File: src/rtl/mem_access_pkg.sv
// mem_access_pkg: shared definitions for the load/store access unit.
//   - req_op encodings (OP_*)
//   - FSM state enum (S_IDLE/S_RD/S_WR/S_RESP)
//   - access size enum and op decode helpers (size, store, signed, misaligned)
package mem_access_pkg;

    localparam logic [2:0] OP_LB  = 3'd0;
    localparam logic [2:0] OP_LH  = 3'd1;
    localparam logic [2:0] OP_LW  = 3'd2;
    localparam logic [2:0] OP_SB  = 3'd3;
    localparam logic [2:0] OP_LBU = 3'd4;
    localparam logic [2:0] OP_LHU = 3'd5;
    localparam logic [2:0] OP_SH  = 3'd6;
    localparam logic [2:0] OP_SW  = 3'd7;

    typedef enum logic [1:0] {
        S_IDLE = 2'd0,
        S_RD   = 2'd1,
        S_WR   = 2'd2,
        S_RESP = 2'd3
    } state_e;

    typedef enum logic [1:0] {
        SZ_BYTE = 2'd0,
        SZ_HALF = 2'd1,
        SZ_WORD = 2'd2
    } size_e;

    function automatic size_e op_size(input logic [2:0] op);
        case (op)
            OP_LB, OP_SB, OP_LBU: op_size = SZ_BYTE;
            OP_LH, OP_LHU, OP_SH: op_size = SZ_HALF;
            default:              op_size = SZ_WORD;
        endcase
    endfunction

    function automatic logic op_is_store(input logic [2:0] op);
        op_is_store = (op == OP_SB) || (op == OP_SH) || (op == OP_SW);
    endfunction

    // Meaningful for loads only: LB/LH/LW sit in op[2]=0, unsigned loads in op[2]=1.
    function automatic logic op_signed(input logic [2:0] op);
        op_signed = ~op[2];
    endfunction

    function automatic logic op_misaligned(input logic [2:0] op, input logic [1:0] off);
        case (op_size(op))
            SZ_HALF: op_misaligned = off[0];
            SZ_WORD: op_misaligned = |off;
            default: op_misaligned = 1'b0;
        endcase
    endfunction

endpackage

File: src/rtl/mem_access_lane.sv
// mem_lane_unit: purely combinational byte-lane logic for the access unit.
//   old_word  in  32  word read from memory
//   wdata     in  32  store data, right-justified
//   byte_off  in  2   addr[1:0], little-endian lane select
//   size      in  2   size_e encoding (byte/half/word)
//   is_signed in  1   sign-extend loads
//   merged    out 32  old_word with the addressed lane(s) replaced by wdata
//   extracted out 32  addressed lane(s) of old_word, sign/zero extended
module mem_lane_unit
    import mem_access_pkg::*;
(
    input  logic [31:0] old_word,
    input  logic [31:0] wdata,
    input  logic [1:0]  byte_off,
    input  logic [1:0]  size,
    input  logic        is_signed,
    output logic [31:0] merged,
    output logic [31:0] extracted
);

    localparam int NUM_LANES = 4;

    logic [NUM_LANES-1:0][7:0] byte_merge;
    logic [7:0]                byte_sel;
    logic [15:0]               half_sel;

    // Byte store: each lane either keeps its old byte or takes wdata[7:0].
    for (genvar g = 0; g < NUM_LANES; g++) begin : g_lane
        assign byte_merge[g] = (byte_off == 2'(g)) ? wdata[7:0] : old_word[8*g +: 8];
    end

    assign byte_sel = old_word[{byte_off, 3'b000} +: 8];
    assign half_sel = byte_off[1] ? old_word[31:16] : old_word[15:0];

    always_comb begin
        merged    = wdata;
        extracted = old_word;
        case (size)
            SZ_BYTE: begin
                merged    = byte_merge;
                extracted = {{24{is_signed & byte_sel[7]}}, byte_sel};
            end
            SZ_HALF: begin
                merged    = byte_off[1] ? {wdata[15:0], old_word[15:0]}
                                        : {old_word[31:16], wdata[15:0]};
                extracted = {{16{is_signed & half_sel[15]}}, half_sel};
            end
            default: begin
                merged    = wdata;
                extracted = old_word;
            end
        endcase
    end

endmodule

File: src/rtl/mem_access_unit.sv
// mem_access_unit: load/store access unit in front of a word-wide data memory
// (combinational read, write committed on the falling edge of a write cycle).
//   clock_in, rst                        clock, async active-high reset
//   req_valid/req_ready/req_op/req_addr/req_wdata   request handshake
//   resp_valid/resp_rdata/resp_err       one-cycle response pulse
//   mem_addr/mem_writeData/mem_memRead/mem_memWrite/mem_readData  memory port
// Flow: misaligned -> RESP; load -> RD -> RESP; SW -> WR -> RESP;
//       SB/SH -> RD -> WR -> RESP (read-modify-write).
// Optional: `define MEM_ACCESS_RANGE_CHECK_EN rejects word addresses
//           >= DEPTH_WORDS with resp_err (checked after alignment).
module mem_access_unit
    import mem_access_pkg::*;
#(
    parameter int unsigned DEPTH_WORDS = 64
) (
    input  logic        clock_in,
    input  logic        rst,
    input  logic        req_valid,
    output logic        req_ready,
    input  logic [2:0]  req_op,
    input  logic [31:0] req_addr,
    input  logic [31:0] req_wdata,
    output logic        resp_valid,
    output logic [31:0] resp_rdata,
    output logic        resp_err,
    output logic [31:0] mem_addr,
    output logic [31:0] mem_writeData,
    output logic        mem_memRead,
    output logic        mem_memWrite,
    input  logic [31:0] mem_readData
);

    state_e      state_q, state_d;
    logic [2:0]  op_q, op_d;
    logic [31:0] addr_q, addr_d;
    logic [31:0] wdata_q, wdata_d;
    logic [31:0] word_q, word_d;
    logic        resp_valid_q, resp_valid_d;
    logic        resp_err_q, resp_err_d;
    logic [31:0] resp_rdata_q, resp_rdata_d;

    logic [31:0] lane_merged;
    logic [31:0] lane_extracted;
    logic        req_reject;

    mem_lane_unit u_lane (
        .old_word  (mem_readData),
        .wdata     (wdata_q),
        .byte_off  (addr_q[1:0]),
        .size      (op_size(op_q)),
        .is_signed (op_signed(op_q)),
        .merged    (lane_merged),
        .extracted (lane_extracted)
    );

`ifdef MEM_ACCESS_RANGE_CHECK_EN
    assign req_reject = op_misaligned(req_op, req_addr[1:0]) ||
                        (req_addr[31:2] >= 30'(DEPTH_WORDS));
`else
    logic unused_depth;
    assign unused_depth = ^DEPTH_WORDS;
    assign req_reject   = op_misaligned(req_op, req_addr[1:0]);
`endif

    // Ready is held low while reset is asserted even though state is already IDLE.
    assign req_ready     = !rst && (state_q == S_IDLE);
    assign mem_memRead   = (state_q == S_RD);
    assign mem_memWrite  = (state_q == S_WR);
    assign mem_addr      = {addr_q[31:2], 2'b00};
    assign mem_writeData = word_q;
    assign resp_valid    = resp_valid_q;
    assign resp_err      = resp_err_q;
    assign resp_rdata    = resp_rdata_q;

    always_comb begin
        state_d      = state_q;
        op_d         = op_q;
        addr_d       = addr_q;
        wdata_d      = wdata_q;
        word_d       = word_q;
        resp_valid_d = 1'b0;
        resp_err_d   = 1'b0;
        resp_rdata_d = 32'h0;
        case (state_q)
            S_IDLE: begin
                if (req_valid && req_ready) begin
                    op_d    = req_op;
                    addr_d  = req_addr;
                    wdata_d = req_wdata;
                    if (req_reject) begin
                        state_d      = S_RESP;
                        resp_valid_d = 1'b1;
                        resp_err_d   = 1'b1;
                    end else if (req_op == OP_SW) begin
                        word_d  = req_wdata;
                        state_d = S_WR;
                    end else begin
                        state_d = S_RD;
                    end
                end
            end
            S_RD: begin
                if (op_is_store(op_q)) begin
                    word_d  = lane_merged;
                    state_d = S_WR;
                end else begin
                    word_d       = mem_readData;
                    resp_rdata_d = lane_extracted;
                    resp_valid_d = 1'b1;
                    state_d      = S_RESP;
                end
            end
            S_WR: begin
                resp_valid_d = 1'b1;
                state_d      = S_RESP;
            end
            default: state_d = S_IDLE;
        endcase
    end

    always_ff @(posedge clock_in or posedge rst) begin
        if (rst) begin
            state_q      <= S_IDLE;
            op_q         <= 3'd0;
            addr_q       <= 32'h0;
            wdata_q      <= 32'h0;
            word_q       <= 32'h0;
            resp_valid_q <= 1'b0;
            resp_err_q   <= 1'b0;
            resp_rdata_q <= 32'h0;
        end else begin
            state_q      <= state_d;
            op_q         <= op_d;
            addr_q       <= addr_d;
            wdata_q      <= wdata_d;
            word_q       <= word_d;
            resp_valid_q <= resp_valid_d;
            resp_err_q   <= resp_err_d;
            resp_rdata_q <= resp_rdata_d;
        end
    end

endmodule

File: config.mk
export PLATFORM = sky130hd
export DESIGN_NAME = mem_access_unit
export DESIGN_NICKNAME = d
export VERILOG_FILES = /design/src/rtl/mem_access_pkg.sv /design/src/rtl/mem_access_lane.sv /design/src/rtl/mem_access_unit.sv
export SDC_FILE = /design/constraint.sdc
export NUM_CORES = 1
export LEC_CHECK = 0
export ABC_CLOCK_PERIOD_IN_PS = 6000
export BUFFER_PORTS_ARGS = -buffer_cell sky130_fd_sc_hd__buf_2
export CAP_MARGIN = 20
export CORE_MARGIN = 5
export CORE_UTILIZATION = 35
export DETAILED_ROUTE_END_ITERATION = 10
export PLACE_DENSITY_LB_ADDON = 0.08
export SLEW_MARGIN = 10
export SYNTH_ARGS = -nofsm -noshare
export SYNTH_HDL_FRONTEND = slang
export SYNTH_HIERARCHICAL = 1
export SYNTH_SLANG_ARGS = --single-unit
File: constraint.sdc
create_clock -name clock_in -period 6 [get_ports clock_in]
set_clock_uncertainty 0.1 [all_clocks]
set_input_delay 1.5 -clock clock_in [delete_from_list [all_inputs] [get_ports clock_in]]
set_output_delay 1.5 -clock clock_in [all_outputs]
set_load 0.01 [all_outputs]
Word level (Yosys, flattened, before mapping)
Cells that the tools add are included.
Word-level totals
  logic and storage cells: 81
  flip-flop bits (word level): 135
  output and inout bits: 101
Operators by class
  muxes and demuxes: 28
  shift operators: 1
  bitwise operators: 3
  reduce and logical (&&, ||, !) cells: 18
  equal/unequal tests: 23
Operators with widths (count)
  $mux 32: 7
  $pmux 32 s2: 3
  $mux 8: 4
  $shiftx 32x6->8: 1
  $eq 3x3->1 const B: 8
  $mux 16: 1
  $reduce_or 3->1: 4
  $eq 2x1->1 const B: 4
  $eq 2x2->1 const B: 4
  $pmux 2 s2: 2
  $eq 3x1->1 const B: 2
  $eq 3x2->1 const B: 2
  $logic_not 2->1: 3
  $logic_not 3->1: 2
  $mux 2: 3
  $pmux 2 s3: 1
  $mux 1: 5
  $ne 2x1->1 const B: 2
  $reduce_and 4->1: 1
  $pmux 1 s3: 1
  $and 1x1->1: 2
  $logic_and 1x1->1: 2
  $logic_or 1x1->1: 2
  $ne 2x2->1 const B: 1
  6 further kinds: 6

Longest topological paths before layout
  depth in word-level cells: 8
  gate-level depth with buffers: 12

Cells and area by module
The synthesis kept the hierarchy.
Modules (own cells, without submodules)
  mem_access_unit: cells an instance 501, instances 1, area each 6065.8 um^2
  mem_lane_unit: cells an instance 218, instances 1, area each 1502.7 um^2

Least setup slack after synthesis
Ideal clock, no wire load.
  kind: input -> output
  start point: input port rst
  end point: output port req_ready
  stages: 1
  data required time: 4.400 ns
  data arrival time: 1.678 ns
  buffers on the path: 0
  path slack: 2.722 ns
  cell sequence: nor2b_1
On the way
  longest elaborated chain between the ends: 2
RTL lines
  start, declared: line mem_access_unit.sv:17  | input logic rst,
  $logic_not 1->1 (no line)
  $logic_and 1x1->1: line mem_access_unit.sv:66  | assign req_ready = !rst && (state_q == S_IDLE);
  end, declared: line mem_access_unit.sv:19  | output logic req_ready,
No other way between the ends.

Worst setup path in the final report
Ends and elaborated chain as after synthesis.

==> flow_summary.ini <==
[routing]
dr_total_vias = 5940
wire_per_inst_um = 20.71
finalWirelength_um = 23800
viasPerCell = 5.170
drtPass1Iterations = 5
antenna_left = 0
drtIter0Drc = 379
drc_errors = 0

[worst_setup_path]
cp-end-kind = output port
crit_start = rst
critical_path.max_fanout = 3
r2r-start = op_q[2]$_DFFE_PP0P_
startpoint_type = primary input
path_class = in2out
arrival_ps = 1870
required_ps = 4400

[floorplanning]
core_sq_um = 21150
io_pins = 203
die_x_um = 157.1
start_util = 0.3578
num_rows = 53
fp.dieH_um = 157.1
fp.dieArea_sq_um = 24660

[place]
portBuffers = 200
dp_hpwl_um = 17070
place_congestion = 0.8656
dp_cells = 1117

[cts]
clockBufferDepth = 2
clockRootBuffer = clkbuf_16
htree_levels = 4
clk_pin_slew_worst_paths_ps = 60
cts_sinks = 135
cts.repair.resized = 0
post_cts_buffers = 0
cts_tree = done
clk_latency_ps = 420
cts_made_buffers = 17
cts-hold-fix-buffers = 0

[finish]
final_util = 0.4265
diodes = 0
finalNetCount = 967
seq_area_sq_um = 3378
drive_gt1_frac = 0.3993
area_growth_pct = 19.19
nFillCells = 2069
multi_input_area_sq_um = 3636
fin_cells = 1149

[yosys]
synth.avg_cell_area_sq_um = 10.53
yosys-top-cells-area = dfrtp_1, mux2_2, mux2_4, nand2_1, mux2i_1
synth.cell_area_sq_um = 7569
yosys.area.top_type = dfrtp_1
ys_seq_area_frac = 0.4464
yosysWarningCount = 6
ys_ff_latch = 135
synth.distinct_cells = 48
syn_inst = 719
synth_top_cell_area_share = 0.4464

[grt]
track_usage = 0.1922
grt_overflow = 0
grt_max_degree = 101
grt_pass1_vias = 6289
grt_pass1_wl_um = 36620
antenna_found_initial = 0

[sta]
fin_crit_ps = 3473
max_freq_mhz = 287.9
rsz0062_at_grt = no
finalSetupViolCount = 0
post-route-period-util = 0.5789
hold_violations = 0
drv_slew = 0
tns_ps = 0
max_slew.worst_pin.slew_ps = 995.3
maxSlewHeadroom = 0.3364

[pwr]
p_per_area_nw_per_um2 = 615.3
peakVddDrop_mv = 0.3405
leakage_nw = 4.478

[worst_hold_path]
holdCritPathClass = reg2reg
hold_start = addr_q[15]$_DFFE_PP0P_

[run_status]
status = finished, final reports clean

[job]
max-cap-violations = 0
[state kept, by name, indices dropped and copies added (netlist names)]
register and count:
resp_err 1, op_q 3, resp_rdata 32, addr_q 32, state_q 2, wdata_q 32
resp_valid 1, mem_writeData 32
[synth_stat cells (all sizes together)]
master	n
dfrtp	135
mux2	107
nand2	103
buf	57
nor2	52
a31oi	40
and3	32
o21ai	30
clkbuf	28
mux2i	28
a221o	15
o221ai	15
inv	11
a22oi	9
and2	9
nand3	9
nand2b	7
nor2b	6
a21oi	4
ha	4
o21a	2
a211oi	1
a21bo	1
a21o	1
a221oi	1
conb	1
nor4b	1
o22a	1
o22ai	1
o31ai	1
o32a	1
o41ai	1
or2	1
or3b	1
or4	1
xnor2	1
xor2	1
[cells by family after synthesis]
logic type | count (synthesis) | share of synthesized area
other | 1 | 0.0004955
adders and majority gates | 4 | 0.006613
xor gates and xnor gates | 2 | 0.002315
AOI/OAI and AO/OA | 124 | 0.1235
muxes | 135 | 0.2111
buffers and inverters | 96 | 0.07654
DFF | 135 | 0.4464
and+or+nand+nor | 222 | 0.1331
[per-layer routing]
layer | vias to the layer above | part of all wire | track usage
li1 | 2805 | - | -
met1 | 2904 | 0.43 | 0.2487
met2 | 201 | 0.48 | 0.3150
met3 | 30 | 0.066 | 0.04839
met4 | 0 | 0.023 | 0.06678
met5 | - | 0 | 0
[worst paths after layout]
check | endpoint | slack (ps) | cells past startpoint
worst max-delay path | req_ready | 2530 | 3
worst min-delay path | addr_q[15]$_DFFE_PP0P_ | 390 | 1
worst max register to register | mem_writeData[8]$_DFFE_PP0P_ | 2760 | 9
worst min register to register | addr_q[15]$_DFFE_PP0P_ | 390 | 1
max in group asynchronous | mem_writeData[16]$_DFFE_PP0P_ | 3550 | 3
min in group asynchronous | resp_err$_DFF_PP0_ | 1180 | 2
[worst max-delay path, stage by stage]
cell and delay [ps]:
buf_2 130, nor2b_1 110, buf_2 130
[layout make-up]
type	instances	share of cell area
Inverter	11	0.005132
Tap cell	275	0.03814
Sequential cell	135	0.3745
Timing Repair Buffer	207	0.1190
Clock buffer	20	0.04841
Multi-Input combinational cell	489	0.4031
Clock inverter	12	0.01179
[through the flow]
| stage | hold slack [ps] | setup slack, ps | total power, mW | cell area [sq um] |
|---|---|---|---|---|
| floorplan | 364.6 | 788.9 | 3.909 | 7572 |
| global placement | 367.9 | 2169 | 4.531 | 8451 |
| detailed placement | 381.4 | 2119 | 4.613 | 8478 |
| CTS | 395.3 | 2520 | 5.610 | 9021 |
| global route | 404.0 | 2481 | 5.961 | 9021 |
| finish | 393.3 | 2527 | 5.551 | 9021 |
[where the power goes]
part,leakage (nW),internal (mW),total [mW],switching [mW]
clock,0.244,0.567,0.973,0.406
sequential,1.66,1.35,1.66,0.314
combinational,2.58,1.32,2.92,1.60
[layout by cell type (no fill, tap or decap), types with 2 or more instances in the layout]
cell type     n
nand3_1       9
mux2_1       16
mux2_2       61
ha_1          3
buf_2       200
and3_1       32
buf_4         6
clkbuf_1      3
mux2_4       30
clkbuf_16    17
o21ai_0      17
o21ai_2      10
clkinv_2      3
a221o_1      15
a22oi_1       9
inv_1        10
o21ai_4       2
nor2_1       52
mux2i_1      28
nor2b_1       6
a31oi_1      40
and2_1        9
nand2_1     100
nand2b_1      7
o21a_1        2
o221ai_1     15
a21oi_1       4
conb_1        2
nand2_2       2
clkinvlp_4    7
dfrtp_1     135
Power figures use the tool's default switching activity.
